**src/rtl/loader_pkg.sv**
```systemverilog
// Shared types and constants for the boot-time program loaders.
package loader_pkg;

  typedef enum logic [2:0] {
    IDLE,
    LEN_HI,
    LEN_LO,
    DATA,
    CHECK,
    DONE,
    ERROR
  } state_e;

  localparam logic [7:0] DEFAULT_SYNC_BYTE = 8'hA5;
  localparam int         HDR_BYTES         = 2;

  // The loader accepts bytes everywhere except in its two terminal states.
  function automatic logic state_ready(state_e s);
    return !((s == DONE) || (s == ERROR));
  endfunction

endpackage

```
**src/rtl/word_assembler.sv**
```systemverilog
// Shifts bytes into a big-endian 32-bit word and pulses word_ready_o the
// cycle after the fourth byte of a word has been taken.
module word_assembler (
  input  logic        clk,
  input  logic        rst_n,
  input  logic        clear_i,
  input  logic        byte_valid_i,
  input  logic [7:0]  byte_i,
  output logic [31:0] word_o,
  output logic [1:0]  byte_idx_o,
  output logic        word_ready_o
);

  logic [31:0] word_q;
  logic [1:0]  idx_q;
  logic        ready_q;

  always_ff @(posedge clk or negedge rst_n) begin
    if (!rst_n) begin
      word_q  <= 32'd0;
      idx_q   <= 2'd0;
      ready_q <= 1'b0;
    end else begin
      ready_q <= 1'b0;
      if (clear_i) begin
        word_q <= 32'd0;
        idx_q  <= 2'd0;
      end else if (byte_valid_i) begin
        word_q  <= {word_q[23:0], byte_i};
        idx_q   <= idx_q + 2'd1;
        ready_q <= (idx_q == 2'd3);
      end
    end
  end

  assign word_o       = word_q;
  assign byte_idx_o   = idx_q;
  assign word_ready_o = ready_q;

endmodule

```
**src/rtl/instr_loader.sv**
```systemverilog
// Boot loader: parses a sync/length/data/checksum frame, writes instruction
// memory word by word and releases the CPU once the checksum matches.
module instr_loader
  import loader_pkg::*;
#(
  parameter int         ADDR_W    = 6,
  parameter logic [7:0] SYNC_BYTE = DEFAULT_SYNC_BYTE
) (
  input  logic              clk,
  input  logic              rst_n,
  input  logic [7:0]        rx_data,
  input  logic              rx_valid,
  output logic              rx_ready,
  input  logic              reload,
  output logic              im_we,
  output logic [ADDR_W-1:0] im_addr,
  output logic [31:0]       im_wdata,
  output logic              cpu_run,
  output logic              load_err,
  output logic [ADDR_W:0]   words_loaded
);

  localparam int          LEN_W     = 8 * HDR_BYTES;
  localparam logic [LEN_W:0] MAX_WORDS = (LEN_W + 1)'(1 << ADDR_W);

  state_e             state_q;
  logic [LEN_W-1:0]   len_q;
  logic [7:0]         checksum_q;
  logic [ADDR_W:0]    words_q;
  logic [ADDR_W-1:0]  addr_q;
  logic               cpu_run_q;
  logic               load_err_q;

  logic               accept;
  logic               data_accept;
  logic               sync_seen;
  logic               asm_clear;
  logic [1:0]         byte_idx;
  logic [LEN_W-1:0]   len_next;
  logic               len_bad;
  logic [ADDR_W:0]    words_inc;
  logic               last_word;

  // reload wins over a byte offered in the same cycle
  assign rx_ready    = state_ready(state_q);
  assign accept      = rx_valid & rx_ready & ~reload;
  assign data_accept = accept & (state_q == DATA);
  assign sync_seen   = accept & (state_q == IDLE) & (rx_data == SYNC_BYTE);
  assign asm_clear   = reload | sync_seen;

  assign len_next  = {len_q[LEN_W-9:0], rx_data};
  assign len_bad   = (len_next == '0) || ({1'b0, len_next} > MAX_WORDS);
  assign words_inc = words_q + {{ADDR_W{1'b0}}, 1'b1};
  assign last_word = ({{(LEN_W-ADDR_W-1){1'b0}}, words_inc} == len_q);

  word_assembler u_asm (
    .clk          (clk),
    .rst_n        (rst_n),
    .clear_i      (asm_clear),
    .byte_valid_i (data_accept),
    .byte_i       (rx_data),
    .word_o       (im_wdata),
    .byte_idx_o   (byte_idx),
    .word_ready_o (im_we)
  );

  always_ff @(posedge clk or negedge rst_n) begin
    if (!rst_n) begin
      state_q    <= IDLE;
      len_q      <= '0;
      checksum_q <= 8'd0;
      words_q    <= '0;
      addr_q     <= '0;
      cpu_run_q  <= 1'b0;
      load_err_q <= 1'b0;
    end else if (reload) begin
      state_q   <= IDLE;
      cpu_run_q <= 1'b0;
    end else if (accept) begin
      case (state_q)
        IDLE: begin
          if (rx_data == SYNC_BYTE) begin
            state_q    <= LEN_HI;
            words_q    <= '0;
            checksum_q <= 8'd0;
            load_err_q <= 1'b0;
          end
        end
        LEN_HI: begin
          len_q   <= len_next;
          state_q <= LEN_LO;
        end
        LEN_LO: begin
          len_q <= len_next;
          if (len_bad) begin
            state_q    <= ERROR;
            load_err_q <= 1'b1;
          end else begin
            state_q <= DATA;
          end
        end
        DATA: begin
          checksum_q <= checksum_q ^ rx_data;
          // address is the pre-increment count, so it lines up with im_we
          if (byte_idx == 2'd3) begin
            addr_q  <= words_q[ADDR_W-1:0];
            words_q <= words_inc;
            if (last_word) begin
              state_q <= CHECK;
            end
          end
        end
        CHECK: begin
          if (rx_data == checksum_q) begin
            state_q   <= DONE;
            cpu_run_q <= 1'b1;
          end else begin
            state_q    <= ERROR;
            load_err_q <= 1'b1;
          end
        end
        default: begin
        end
      endcase
    end
  end

  assign im_addr      = addr_q;
  assign cpu_run      = cpu_run_q;
  assign load_err     = load_err_q;
  assign words_loaded = words_q;

endmodule
```
**config.mk**
```make
export PLATFORM = sky130hd
export DESIGN_NAME = instr_loader
export DESIGN_NICKNAME = d
export VERILOG_FILES = /design/src/rtl/loader_pkg.sv /design/src/rtl/word_assembler.sv /design/src/rtl/instr_loader.sv
export SDC_FILE = /design/constraint.sdc
export NUM_CORES = 1
export LEC_CHECK = 0
export BUFFER_PORTS_ARGS = -buffer_cell sky130_fd_sc_hd__clkbuf_2
export CELL_PAD_IN_SITES_DETAIL_PLACEMENT = 1
export CELL_PAD_IN_SITES_GLOBAL_PLACEMENT = 1
export CORE_AREA = 2 2 106 87
export CTS_BUF_LIST = sky130_fd_sc_hd__clkbuf_2
export DETAILED_ROUTE_END_ITERATION = 10
export DIE_AREA = 0 0 108 89
export GPL_TIMING_DRIVEN = 0
export PLACE_DENSITY_LB_ADDON = 0.3
export REMOVE_ABC_BUFFERS = 1
export SYNTH_ARGS = -nofsm -noshare
export SYNTH_HDL_FRONTEND = slang
export SYNTH_SLANG_ARGS = --single-unit
```
**constraint.sdc**
```tcl
create_clock -name clk -period 3 [get_ports clk]
set_clock_uncertainty 0.1 [all_clocks]
set_input_delay 0.15 -clock clk [delete_from_list [all_inputs] [get_ports clk]]
set_output_delay 0.15 -clock clk [all_outputs]
set_load 0.005 [all_outputs]
```
==> out/metrics.yaml, run 1 <==
final_layout:
  fin_cells: 501
  num-nets-final: 398
  final_common_cell: "dfrtp_1"
  final_area_um2: 4140
  final_cell_mix: "dfrtp_1, clkbuf_2, a22o_1, nand2_1, o21ai_0"
  seq_area_um2: 1930
  synthToLayoutAreaGrowth_pct: 18.1
  multi_input_area_um2: 1470
  fill_cells: 950
  num_antenna_cells: 0
  drive_gt1_share_pct: 26.2
sta:
  whs_ns: 0.377
  finalSetupViolCount: 0
  relSlewSlack_pct: 49.6
  fin_ws_ns: 0.416
  min_period_ns: 2.58
  worst_pin_slew_ns: 0.756
  grt_setup_unrepaired: "false"
  hold_viol: 0
  slew_viol_final: 0
  post-route-period-util_pct: 86.1
  max_freq_ghz: 0.387
yosys:
  ys_seq_area_share_pct: 55.0
  syn_inst: 319
  netlist_area_um2: 3500
  synth_edf_count: 0
  async_flop_share_pct: 100
  ys.flop_type: "dfrtp_1"
  ys_ff_latch: 77
  avgSynthCellArea_um2: 11.0
  synthDistinctLibCells: 46
  synth_warnings: 0
global_routing:
  grt_pass1_vias: 2830
  antenna_found_initial: 0
  grt_pass1_wl_mm: 14.6
  grt.overflow.total: 0
  grtUsageTotal_pct: 19.8
  grt_max_degree: 46
critical_path:
  critPathRequiredTime_ns: 3.34
  end_kind: "flip-flop"
  path_cells: "and2b_1 > and3_4 > nand2_2 > inv_1 > o21ai_0 > a31oi_1"
  start_kind: "flip-flop"
  crit_arrival_ns: 2.92
  cpMaxStageDelayCell: "dfrtp_1"
  path_class: "flip-flop to flip-flop"
  crit_buf_inv: 1
  path_delay_family: "simple AND/OR/NAND/NOR gates"
  slowest_delay_ns: 0.54
  r2r_slack_ns: 0.42
  worst-path-max-fanout: 43
place:
  dp.cells: 472
  dpl.hpwl_mm: 5.97
  placed_area_um2: 3890
  place_congestion: 0.764
  pre_cts_slack_ns: 0.154
  portBuffers: 60
detailed_routing:
  drt_iter0_drc: 104
  routed_wl_mm: 8.78
  drt-vias-per-instance: 5.54
  drc: 0
  wire_per_inst_um: 17.5
  first_pass_iters: 4
  ant_nets: 0
  vias: 2774
floorplanning:
  core_um2: 8450
  die_area_um2: 9610
  die_w_um: 108
  ios: 61
  placementRows: 30
  initial_utilization_pct: 41.5
  die_h_um: 89
power:
  leakage_uw: 0.00200
  ir_worst_vdd_mv: 0.214
  power_density_nw_per_um2: 545
  total_power_uw: 2250
run_status:
  status: "finished, final reports clean"
clock_network:
  clk_pin_slew_worst_paths_ns: 0.20
  htreeDepth: 3
  clkSinkCount: 77
  cts_tree: "done"
  insertion_delay_ns: 0.52
  cts_buffers: 9
  cts-root-buf: "clkbuf_2"
  clockBufferDepth: 2
  cts_setup_buffers: 0
hold_path:
  hold_class: "input port to flip-flop"
job:
  max_cap_violations: 0
==> report_power, final <==
part / leakage (µW) / switching [µW] / internal, µW
Combinational: 0.000891 / 170 / 205
Sequential: 0.00104 / 150 / 1170
Clock: 0.0000679 / 368 / 194
==> final cells by class <==
type	instances	share of cell area, %
clock inverter	6	1.54
sequential	77	46.6
inverter	4	0.363
tap	112	3.39
multi-input combinational	217	35.4
timing repair buffer	75	11.5
clock buffer	10	1.21
==> cells by family (layout without fill, tap and decap cells) <==
group	Yosys count	after routing	synth area share [%]
AND/OR/NAND/NOR	95	95	14.0
AO/OA/AOI/OAI	89	89	18.1
flip-flops	77	77	55.0
buffers and inverters	25	95	3.32
multiplexers	16	16	5.14
XOR/XNOR	15	15	3.75
adder cells (fa/ha/maj)	2	2	0.714
==> metrics by stage <==
step                      TNS [ns]  util [%]
final                            0      49.0
after CTS                        0      48.9
after global placement      -16.95      45.5
after global routing             0      49.0
after detailed placement         0      46.1
after floorplan                  0         -
==> worst paths after layout <==
| path | from | endpoint | cells past startpoint |
|---|---|---|---|
| max | state_q[2]$_DFFE_PN0P_ | words_loaded[6]$_DFFE_PN0P_ | 6 |
| min | reload | state_q[2]$_DFFE_PN0P_ | 3 |
| max reg2reg | state_q[2]$_DFFE_PN0P_ | words_loaded[6]$_DFFE_PN0P_ | 6 |
| min reg2reg | im_addr[5]$_DFFE_PN0P_ | im_addr[5]$_DFFE_PN0P_ | 2 |
| max in group asynchronous | rst_n | u_asm.word_o[28]$_DFFE_PN0P_ | 4 |
| min in group asynchronous | rst_n | im_addr[4]$_DFFE_PN0P_ | 3 |
==> synthesized netlist by cell type, types with 6 or more instances <==
library cell,number,area [µm²]
xor2_1,10,87.6
dfrtp_1,77,1930
buf_2,12,60.1
nor2_1,19,71.3
a31oi_1,7,43.8
nand2_1,31,116
a21oi_1,9,45.0
a22o_1,34,298
mux2_2,16,180
nor3_1,6,30.0
clkbuf_1,8,30.0
o21ai_0,24,120
==> flip-flops by register name, indices dropped and copies added (netlist names) <==
register and cells:
words_loaded 7, im_addr 6, u_asm.byte_idx_o 2, u_asm.word_ready_o 1, load_err 1, len_q 16
u_asm.word_o 32, checksum_q 8, state_q 3, cpu_run 1
==> layer usage <==
layer  track usage (%)  part of all wire (%)  up-vias  wire [µm]
met2              31.4                    46       62       4050
met3              4.81                   3.8       12        337
met5                 0                     0        -          0
met1              27.4                    49     1402       4290
li1                  -                     -     1298          -
met4              5.71                   1.2        0        103
==> worst reg2reg max path, cell delays in order (launching register included) <==
cell and delay, ns:
dfrtp_1 0.54, and2b_1 0.33, and3_4 0.52, nand2_2 0.25, inv_1 0.40, o21ai_0 0.18
a31oi_1 0.20
==> what timing repair did <==
item / 4_1_cts / 5_1_grt
hold buffers: 13 / 0
endpoints found under the hold margin: 107 / 0
gates resized for setup: 0 / 1
endpoints found under the setup margin: 0 / 4
(Power assumes the default switching activity.)
==> inputs of run 2 (changes only) <==
Settings changed: CORE_AREA 2 2 106 87 to 2 2 102 84, DIE_AREA 0 0 108 89 to 0 0 104 86.
==> run 2 against run 1 <==
Compared with the run above:
- total power is 11% higher
- first-iteration DRC count rose by 13%
- sequential cell count unchanged
- highest routed layer unchanged
==> out/metrics.yaml, run 2 (synthesis gave the netlist of run 1 again) <==
floorplanning:
  die_h_um: 86
  die_area_um2: 8940
  ios: 61
  initial_utilization_pct: 44.7
  core_um2: 7840
  placementRows: 29
  die_w_um: 104
sta:
  relSlewSlack_pct: 48.1
  hold_viol: 0
  whs_ns: 0.0589
  worst_pin_slew_ns: 0.779
  max_freq_ghz: 0.380
  min_period_ns: 2.63
  finalSetupViolCount: 0
  grt_setup_unrepaired: "false"
  fin_tns_setup_ns: 0
  post-route-period-util_pct: 87.7
  fin_ws_ns: 0.368
  slew_viol_final: 0
critical_path:
  crit_buf_inv: 1
  worst-path-max-fanout: 43
  rr_endpoint: "words_loaded[6]$_DFFE_PN0P_"
  ff2ff_path_depth: 6
  critPathRequiredTime_ns: 3.34
  cpMaxStageDelayCell: "dfrtp_1"
  r2r_slack_ns: 0.37
  path_delay_family: "simple AND/OR/NAND/NOR gates"
  crit_arrival_ns: 2.97
  slowest_delay_ns: 0.57
  end_kind: "flip-flop"
  r2r_start: "state_q[2]$_DFFE_PN0P_"
  path_cells: "and2b_1 > and3_4 > nand2_2 > inv_1 > o21ai_0 > a31oi_1"
  path_class: "flip-flop to flip-flop"
  start_kind: "flip-flop"
run_status:
  status: "finished, final reports clean"
detailed_routing:
  vias: 2752
  drt-vias-per-instance: 5.56
  wire_per_inst_um: 17.5
  ant_nets: 0
  drc: 0
  first_pass_iters: 6
  routed_wl_mm: 8.66
  drt_iter0_drc: 117
global_routing:
  grt_pass1_vias: 2865
  antenna_found_initial: 0
  grt_pass1_wl_mm: 15.0
  grt_max_degree: 44
  grt.overflow.total: 0
  grtUsageTotal_pct: 21.0
clock_network:
  htreeDepth: 3
  clockBufferDepth: 2
  cts_buffers: 9
  insertion_delay_ns: 0.50
  clkSinkCount: 77
  cts-root-buf: "clkbuf_2"
  clk_pin_slew_worst_paths_ns: 0.20
  cts_tree: "done"
  cts_setup_buffers: 0
final_layout:
  final_util_pct: 53.3
  largest_reg_flops: 32
  num_antenna_cells: 0
  final_common_cell: "dfrtp_1"
  drive_gt1_share_pct: 26.4
  final_cell_mix: "dfrtp_1, clkbuf_2, a22o_1, nand2_1, o21ai_0"
  synthToLayoutAreaGrowth_pct: 19.2
  num-nets-final: 396
place:
  pre_cts_slack_ns: 0.128
  place_congestion: 0.781
  dpl.hpwl_mm: 5.87
  portBuffers: 60
job:
  max_cap_violations: 0
power:
  power_density_nw_per_um2: 598
  leakage_uw: 0.00202
  ir_worst_vdd_mv: 0.224
hold_path:
  hold_class: "input port to asynchronous set/reset pin"
## run 2: cell types whose count changed in the layout (fill, tap and decap cells not counted)
cell,change
clkinvlp_4,-2
clkinv_4,-1
buf_16,-1
inv_6,+1
clkinv_2,-1
bufinv_16,+3
dlygate4sd3_1,-2
buf_12,+1
## run 2: worst max path at each step
stage	from	endpoint	slack, ns	cells past startpoint
floorplan	state_q[2]$_DFFE_PN0P_	words_loaded[5]$_DFFE_PN0P_	0.41	6
global placement	state_q[2]$_DFFE_PN0P_	words_loaded[6]$_DFFE_PN0P_	-0.47	6
detailed placement	state_q[2]$_DFFE_PN0P_	words_loaded[6]$_DFFE_PN0P_	0.13	6
CTS	state_q[2]$_DFFE_PN0P_	words_loaded[6]$_DFFE_PN0P_	0.06	6
global route	state_q[2]$_DFFE_PN0P_	words_loaded[6]$_DFFE_PN0P_	0.12	6
finish	state_q[2]$_DFFE_PN0P_	words_loaded[6]$_DFFE_PN0P_	0.37	6
## run 2: metal layers
layer | share of wire, % | track usage (%)
met5 | 0 | 0
met4 | 0.85 | 5.41
met3 | 3.4 | 4.33
met1 | 47 | 28.4
met2 | 49 | 35.0
## run 2: repair_timing
item                                   4_1_cts  5_1_grt
endpoints found under the hold margin      106        0
setup endpoints to repair                    0        5
resized for setup                            0        1
hold buffers                                11        0
## run 2: layout make-up
cell class / instances / area (µm²)
timing repair buffer: 73 / 448
inverter: 4 / 15.0
sequential: 77 / 1930
clock buffer: 10 / 50.0
clock inverter: 6 / 134
fill: 898 / 3660
multi-input combinational: 217 / 1470
tap: 108 / 135
## run 2: power by group
part	switching [µW]	leakage [µW]	internal, µW
Clock	361	0.000107	448
Combinational	173	0.000879	202
Sequential	146	0.00104	1170
Total	680	0.00202	1820
## run 2: per-stage QoR
step           power (µW)  cell area, µm²  cells
2_1_floorplan        1540            3400    298
3_3_place_gp         1660            3840    466
3_5_place_dp         1700            3880    468
4_1_cts              2520            4170    495
5_1_grt              2630            4180    495
6_report             2500            4180    495
## run 2: worst reg2reg max path, stage by stage, from the launching register on
cell and delay (ns):
dfrtp_1 0.57, and2b_1 0.34, and3_4 0.53, nand2_2 0.25
inv_1 0.40, o21ai_0 0.19, a31oi_1 0.20
==> inputs of run 3 (changes only) <==
Settings changed: CELL_PAD_IN_SITES_GLOBAL_PLACEMENT 1 to 2, CORE_AREA 2 2 102 84 to 2 2 112 93, DIE_AREA 0 0 104 86 to 0 0 114 95.
==> run 3 against run 2 <==
Compared with the run above:
- clock power down 20%
- routed wire length down 0.87%
- highest routed layer unchanged
- utilization down 11 points
- cell area down 0.75%
- cell count up 2.8%
- hold slack worse by 0.045 ns
- global-route usage down 3.8 points
- non-clock buffer count unchanged
==> out/metrics.yaml, run 3 (synthesis gave the netlist of run 1 again) <==
run_status:
  status: "finished, final reports clean"
critical_path:
  rr_endpoint: "words_loaded[5]$_DFFE_PN0P_"
  path_class: "flip-flop to flip-flop"
  slowest_delay_ns: 0.56
  endpoint: "words_loaded[5]$_DFFE_PN0P_"
  r2r_slack_ns: 0.44
  critPathRequiredTime_ns: 3.35
  cpMaxStageDelayCell: "dfrtp_1"
  crit_arrival_ns: 2.92
  start_kind: "flip-flop"
  crit_buf_inv: 1
  end_kind: "flip-flop"
  r2r_start: "state_q[2]$_DFFE_PN0P_"
  ff2ff_path_depth: 6
  path_cells: "and2b_1 > and3_4 > nand2_2 > inv_1 > o21ai_0 > a31oi_1"
  crit_cells: 6
  path_delay_family: "simple AND/OR/NAND/NOR gates"
  setup.worst_path.start: "state_q[2]$_DFFE_PN0P_"
  worst-path-max-fanout: 43
hold_path:
  hold_class: "input port to asynchronous set/reset pin"
place:
  portBuffers: 60
  placed_area_um2: 3890
  dpl.hpwl_mm: 5.91
  dp.cells: 482
  place_congestion: 0.750
detailed_routing:
  drt_iter0_drc: 137
  drc: 0
  first_pass_iters: 7
  ant_nets: 0
  routed_wl_mm: 8.59
  vias: 2733
  wire_per_inst_um: 16.9
  drt-vias-per-instance: 5.37
clock_network:
  cts_buffers: 9
  clkSinkCount: 77
  insertion_delay_ns: 0.52
  cts_setup_buffers: 0
  clk_pin_slew_worst_paths_ns: 0.23
  cts_tree: "done"
  htreeDepth: 3
  cts-root-buf: "clkbuf_2"
  clockBufferDepth: 2
sta:
  min_period_ns: 2.56
  finalSetupViolCount: 0
  relSlewSlack_pct: 49.9
  worst_pin_slew_ns: 0.752
  slew_viol_final: 0
  hold_viol: 0
  whs_ns: 0.0135
  post-route-period-util_pct: 85.5
  grt_setup_unrepaired: "false"
  max_freq_ghz: 0.390
floorplanning:
  ios: 61
  initial_utilization_pct: 35.6
  die_h_um: 95
  placementRows: 33
  die_area_um2: 10800
  die_w_um: 114
  core_um2: 9830
final_layout:
  num-nets-final: 396
  final_common_cell: "dfrtp_1"
  fin_cells: 509
  num_antenna_cells: 0
  synthToLayoutAreaGrowth_pct: 18.3
  final_cell_mix: "dfrtp_1, clkbuf_2, a22o_1, nand2_1, o21ai_0"
  final_area_um2: 4140
  largest_reg_flops: 32
  drive_gt1_share_pct: 26.1
global_routing:
  grt_pass1_wl_mm: 14.6
  grt.overflow.total: 0
  grt_max_degree: 44
  grt_pass1_vias: 2799
  grtUsageTotal_pct: 17.2
  antenna_found_initial: 0
power:
  power_density_nw_per_um2: 562
  ir_worst_vdd_mv: 0.195
  leakage_uw: 0.00200
job:
  max_cap_violations: 0
run 3: changes by cell type in the layout (fill, tap and decap cells not counted):
cell        before  now
clkinvlp_4       0    1
clkbuf_2        69   68
inv_6            1    0
clkinv_1         0    1
clkinv_4         0    1
clkinv_2         1    2
bufinv_16        4    2
run 3: where the power goes:
part | switching, µW | internal, µW | total, µW
clock | 376 | 272 | 648
combinational | 169 | 202 | 371
sequential | 142 | 1170 | 1310
total | 687 | 1640 | 2330
run 3: how the worst min path moves through the flow:
stage / cells past startpoint / end
finish: 2 / im_addr[4]$_DFFE_PN0P_
global route: 2 / u_asm.word_ready_o$_DFF_PN0_
CTS: 2 / words_loaded[4]$_DFFE_PN0P_
detailed placement: 1 / u_asm.word_ready_o$_DFF_PN0_
global placement: 2 / state_q[2]$_DFFE_PN0P_
floorplan: 0 / checksum_q[0]$_DFFE_PN0P_
run 3: per-layer routing:
| metal | part of all wire [%] | vias to the layer above | GRT usage, % |
|---|---|---|---|
| met1 | 49 | 1391 | 24.3 |
| met2 | 46 | 48 | 26.7 |
| li1 | - | 1286 | - |
| met4 | 0.79 | 0 | 5.18 |
| met3 | 3.4 | 8 | 3.53 |
| met5 | 0 | - | 0 |
run 3: final cells by class:
cell class	count	area [µm²]
Clock buffer	9	45.0
Clock inverter	7	90.1
Sequential cell	77	1930
Tap cell	122	153
Fill cell	1114	5680
Timing Repair Buffer	73	448
Multi-Input combinational cell	217	1470
Inverter	4	15.0
run 3: worst register-to-register path, stage by stage (launching register included):
cell,delay (ns)
dfrtp_1,0.56
and2b_1,0.33
and3_4,0.52
nand2_2,0.25
inv_1,0.41
o21ai_0,0.16
a31oi_1,0.18
run 3: metrics by stage:
step | total power [µW] | setup WS, ns | utilization, % | setup TNS (ns)
6_report | 2330 | 0.436 | 42.2 | 0
5_1_grt | 2470 | 0.216 | 42.2 | 0
4_1_cts | 2360 | 0.106 | 42.1 | 0
3_5_place_dp | 1700 | 0.0931 | 39.6 | 0
3_3_place_gp | 1670 | -0.527 | 39.2 | -21.10
2_1_floorplan | 1540 | 0.412 | - | 0
run 3: timing repair:
action / 4_1_cts / 5_1_grt
hold buffers: 11 / 0
resized for setup: 0 / 1
endpoints found under the hold margin: 106 / 0
endpoints found under the setup margin: 0 / 4
